`src/rtl/fifo_wr_arb.sv`:
```
// Round-robin arbiter that locks one of four requesters onto the FIFO write port until its last beat.
// Latency: one IDLE arbitration cycle per burst, then data passes combinationally; backpressure: i_fifo_full drops the owner's ready.
// Optional FIFO-full stall counter is built only when FIFO_WR_ARB_STALLCNT_EN is defined.
module fifo_wr_arb #(
    parameter int P_WIDTH = 8
) (
    input  logic                   i_wrclk,
    input  logic                   i_wrrstn,
    input  logic [3:0]             i_req_valid,
    input  logic [4*P_WIDTH-1:0]   i_req_data,
    input  logic [3:0]             i_req_last,
    output logic [3:0]             o_req_ready,
    input  logic                   i_fifo_full,
    output logic                   o_fifo_wren,
    output logic [P_WIDTH-1:0]     o_fifo_wrdata,
    output logic [3:0]             o_grant,
    output logic                   o_busy,
    input  logic                   i_stall_clr,
    output logic [15:0]            o_stall_cnt
);

    typedef enum logic {ST_IDLE, ST_LOCK} state_t;

    state_t     state;
    logic [1:0] rr_ptr;
    logic [1:0] owner;
    logic [1:0] pick;
    logic       owner_vld;
    logic       owner_last;
    logic       xfer;

    // Walk downward so the requester closest above rr_ptr is the last one written.
    always_comb begin
        pick = rr_ptr;
        for (int i = 3; i >= 0; i--) begin
            if (i_req_valid[rr_ptr + 2'(i)]) begin
                pick = rr_ptr + 2'(i);
            end
        end
    end

    assign owner_vld     = i_req_valid[owner];
    assign owner_last    = i_req_last[owner];
    assign xfer          = o_busy & owner_vld & ~i_fifo_full;

    assign o_req_ready   = o_grant & {4{o_busy & ~i_fifo_full}};
    assign o_fifo_wren   = xfer;
    assign o_fifo_wrdata = o_busy ? i_req_data[owner*P_WIDTH +: P_WIDTH] : '0;

    always_ff @(posedge i_wrclk or negedge i_wrrstn) begin
        if (!i_wrrstn) begin
            state   <= ST_IDLE;
            rr_ptr  <= 2'd0;
            owner   <= 2'd0;
            o_grant <= 4'd0;
            o_busy  <= 1'b0;
        end else begin
            case (state)
                ST_IDLE: begin
                    if (|i_req_valid) begin
                        state   <= ST_LOCK;
                        owner   <= pick;
                        o_grant <= 4'b0001 << pick;
                        o_busy  <= 1'b1;
                    end
                end
                ST_LOCK: begin
                    // Owner keeps the port through valid gaps; only its last beat releases it.
                    if (xfer && owner_last) begin
                        state   <= ST_IDLE;
                        o_grant <= 4'd0;
                        o_busy  <= 1'b0;
                        rr_ptr  <= owner + 2'd1;
                    end
                end
                default: state <= ST_IDLE;
            endcase
        end
    end

`ifdef FIFO_WR_ARB_STALLCNT_EN
    logic [15:0] stall_q;

    always_ff @(posedge i_wrclk or negedge i_wrrstn) begin
        if (!i_wrrstn) begin
            stall_q <= 16'd0;
        end else if (i_stall_clr) begin
            stall_q <= 16'd0;
        end else if (o_busy && owner_vld && i_fifo_full && stall_q != 16'hFFFF) begin
            stall_q <= stall_q + 16'd1;
        end
    end

    assign o_stall_cnt = stall_q;
`else
    logic unused_stall_clr;
    assign unused_stall_clr = i_stall_clr;
    assign o_stall_cnt      = 16'd0;
`endif

endmodule
```
`config.mk`:
```
export PLATFORM = sky130hd
export DESIGN_NAME = fifo_wr_arb
export DESIGN_NICKNAME = d
export VERILOG_FILES = /design/src/rtl/fifo_wr_arb.sv
export SDC_FILE = /design/constraint.sdc
export NUM_CORES = 1
export LEC_CHECK = 0
export CAP_MARGIN = 25
export CORE_MARGIN = 2
export CORE_UTILIZATION = 35
export DETAILED_ROUTE_END_ITERATION = 6
export HOLD_SLACK_MARGIN = 0.08
export MAX_ROUTING_LAYER = met4
export PLACE_DENSITY = 0.85
export RECOVER_POWER = 25
export SLEW_MARGIN = 20
export SYNTH_ARGS = -nofsm -noshare
export SYNTH_HDL_FRONTEND = slang
export SYNTH_SLANG_ARGS = --single-unit
```
`constraint.sdc`:
```
create_clock -name i_wrclk -period 3.3 [get_ports i_wrclk]
set_input_delay 0.66 -clock i_wrclk [delete_from_list [all_inputs] [get_ports i_wrclk]]
set_output_delay 0.66 -clock i_wrclk [all_outputs]
set_load 0.01 [all_outputs]
```
==> results.toml <==
[timing]
period_needed_ns = 3.03
setup_viol = 0
slew_violations = 0
grt_setup_unrepaired = "false"
fmax_ghz = 0.330
setup_tns_ns = 0
relSlewSlack = 0.511
finalCritPeriodShare = 0.918
clock-skew-final_ns = 0.00225
worst_slew_pin_slew_ns = 0.733
hold_viol_final = 0
setup_ws_ns = 0.271

[logic_synthesis]
synth_warnings = 0
synthesis.area_um2 = 972
synthMostInstantiatedCell = "buf_4"
ys_top_cells_by_area = "dfrtp_1 26%, mux4_2 21%, buf_4 12%"
synth_cells = 86
yosysSeqAreaShare = 0.257
synth_top_area_share = 0.257
synth_top_cell_by_area = "dfrtp_1"
synth_edf_count = 0
synth-main-ff-cell = "dfrtp_1"
ys_ff_latch = 10
synth.distinct_cells = 31
syn_area_per_cell_um2 = 11.3
synthTopCellsByCount = "16 x buf_4, 12 x and2_1, 10 x dfrtp_1"
async_reset_ff_frac = 1.00

[hold_path]
hold_path.class = "register to register"
hold-path-cell-count = 1

[drt]
routedWlPerCell_um = 15.6
drt_iter0_drc = 38
wl_met3_um = 258
drc = 0
via_per_inst = 5.02
met1_length_mm = 1.09
top_layer = "met4"
wl_mm = 2.77
final_antenna_net_count = 0
wl_met2_mm = 1.41
drt_pass1_iterations = 4
vias = 893

[die]
ios = 78
fp.dieW_um = 56.7
start_util = 0.362
dieArea_mm2 = 0.00322
rows = 19
core_area_mm2 = 0.00269
fp.dieH_um = 56.7

[cts]
cts-resized-gates = 0
insertion_delay_ns = 0.27
htreeDepth = 1
cts_tree = "built"
post_cts.repair.setup_buffers = 0
cts_root_buf = "clkbuf_4"
clk_pin_slew_ns = 0.06
numClockSinks = 10
hold_buffers = 0
cts_made_buffers = 3
max-clock-path-buffers = 2

[finish]
diodes = 0
drive_gt1_frac = 0.143
final_core_util = 0.586
nets = 192
area_delta_synth_final_pct = 62.0

[worst_setup_path]
critPathArrivalTime_ns = 2.37
crit_required_ns = 2.64
worstSetupPathType = "register to primary output"
reg2reg_depth = 4
crit_path_start_kind = "register"
crit_path_end_kind = "primary output"
crit_fanout = 13

[power]
p_total_uw = 1060
powerDensity_mw_per_mm2 = 672
peakVddDrop_uv = 402
power.leakage_uw = 0.000643

[grt]
grt_usage = 0.186
grt_max_degree = 14
grt.overflow.total = 0
grt_pass1_wl_mm = 4.40
antenna_found_initial = 0
grt_pass1_vias = 914

[place]
dp_hpwl_mm = 2.27
port_buffers = 60
place_congestion = 0.813
pre_cts_slack_ns = 0.283

[flow_run]
drv_cap = 0

[run_status]
status = "completed"
## state kept, by name (all words and copies together), names as in the netlist
signal / count
rr_ptr: 2
o_busy: 1
state: 1
owner: 2
o_grant: 4
## cells by family (layout without fill, tap and decap cells)
kind of cell           count (synthesis)  count (layout)  share of synthesized area
XOR/XNOR                               1               1                    0.00901
AO/OA/AOI/OAI                         16              16                      0.145
AND/OR/NAND/NOR                       22              22                      0.152
buffers and inverters                 22              68                      0.148
multiplexers                          14              14                      0.284
other                                  1              16                    0.00386
flip-flops                            10              10                      0.257
## area by class of cell
type | count | area [µm²]
Fill cell | 218 | 1110
Clock buffer | 4 | 36.3
Multi-Input combinational cell | 69 | 634
Sequential cell | 10 | 250
Tap cell | 31 | 38.8
Timing Repair Buffer | 60 | 601
Inverter | 4 | 15.0
## critical path, cell delays in order, from the launching register on
cell and delay (ns):
dfrtp_1 0.82, mux4_1 0.64, and2_1 0.17, clkdlybuf4s50_1 0.47
## metal layers
layer | vias up | track usage
li1 | 414 | -
met1 | 423 | 0.201
met2 | 53 | 0.324
met3 | 3 | 0.0553
met4 | 0 | 0.0578
met5 | - | -
## metrics by stage
stage               cells  instance area (µm²)  hold slack, ns
floorplan             101                 1030           0.364
global placement      174                 1540           0.506
detailed placement    174                 1540           0.505
CTS                   178                 1580           0.526
global route          178                 1580           0.539
finish                178                 1580           0.523
## path summary, 6_finish.rpt
check / end / slack [ns] / startpoint
max: o_fifo_wrdata[7] / 0.27 / owner[0]
min: o_grant[3] / 0.52 / o_grant[3]
max reg2reg: rr_ptr[1] / 1.16 / owner[0]
min reg2reg: o_grant[3] / 0.52 / o_grant[3]
max in group asynchronous: owner[0] / 2.21 / i_wrrstn
min in group asynchronous: rr_ptr[0] / 0.78 / i_wrrstn
## layout by cell type, fill, tap and decap left out, types with 2 or more instances in the layout
cell type	n
clkdlybuf4s50_1	59
conb_1	16
and2_1	12
dfrtp_1	10
mux4_2	9
nor2b_1	4
inv_1	4
a32o_1	4
clkbuf_4	3
a21boi_0	2
o21ai_0	2
mux2_2	2
## where the power goes
part | switching (µW) | internal (µW) | total [µW]
logic | 225 | 425 | 650
clock network | 43.3 | 67.1 | 110
registers | 121 | 177 | 298
Note: power is estimated with default switching activity, not from simulation.
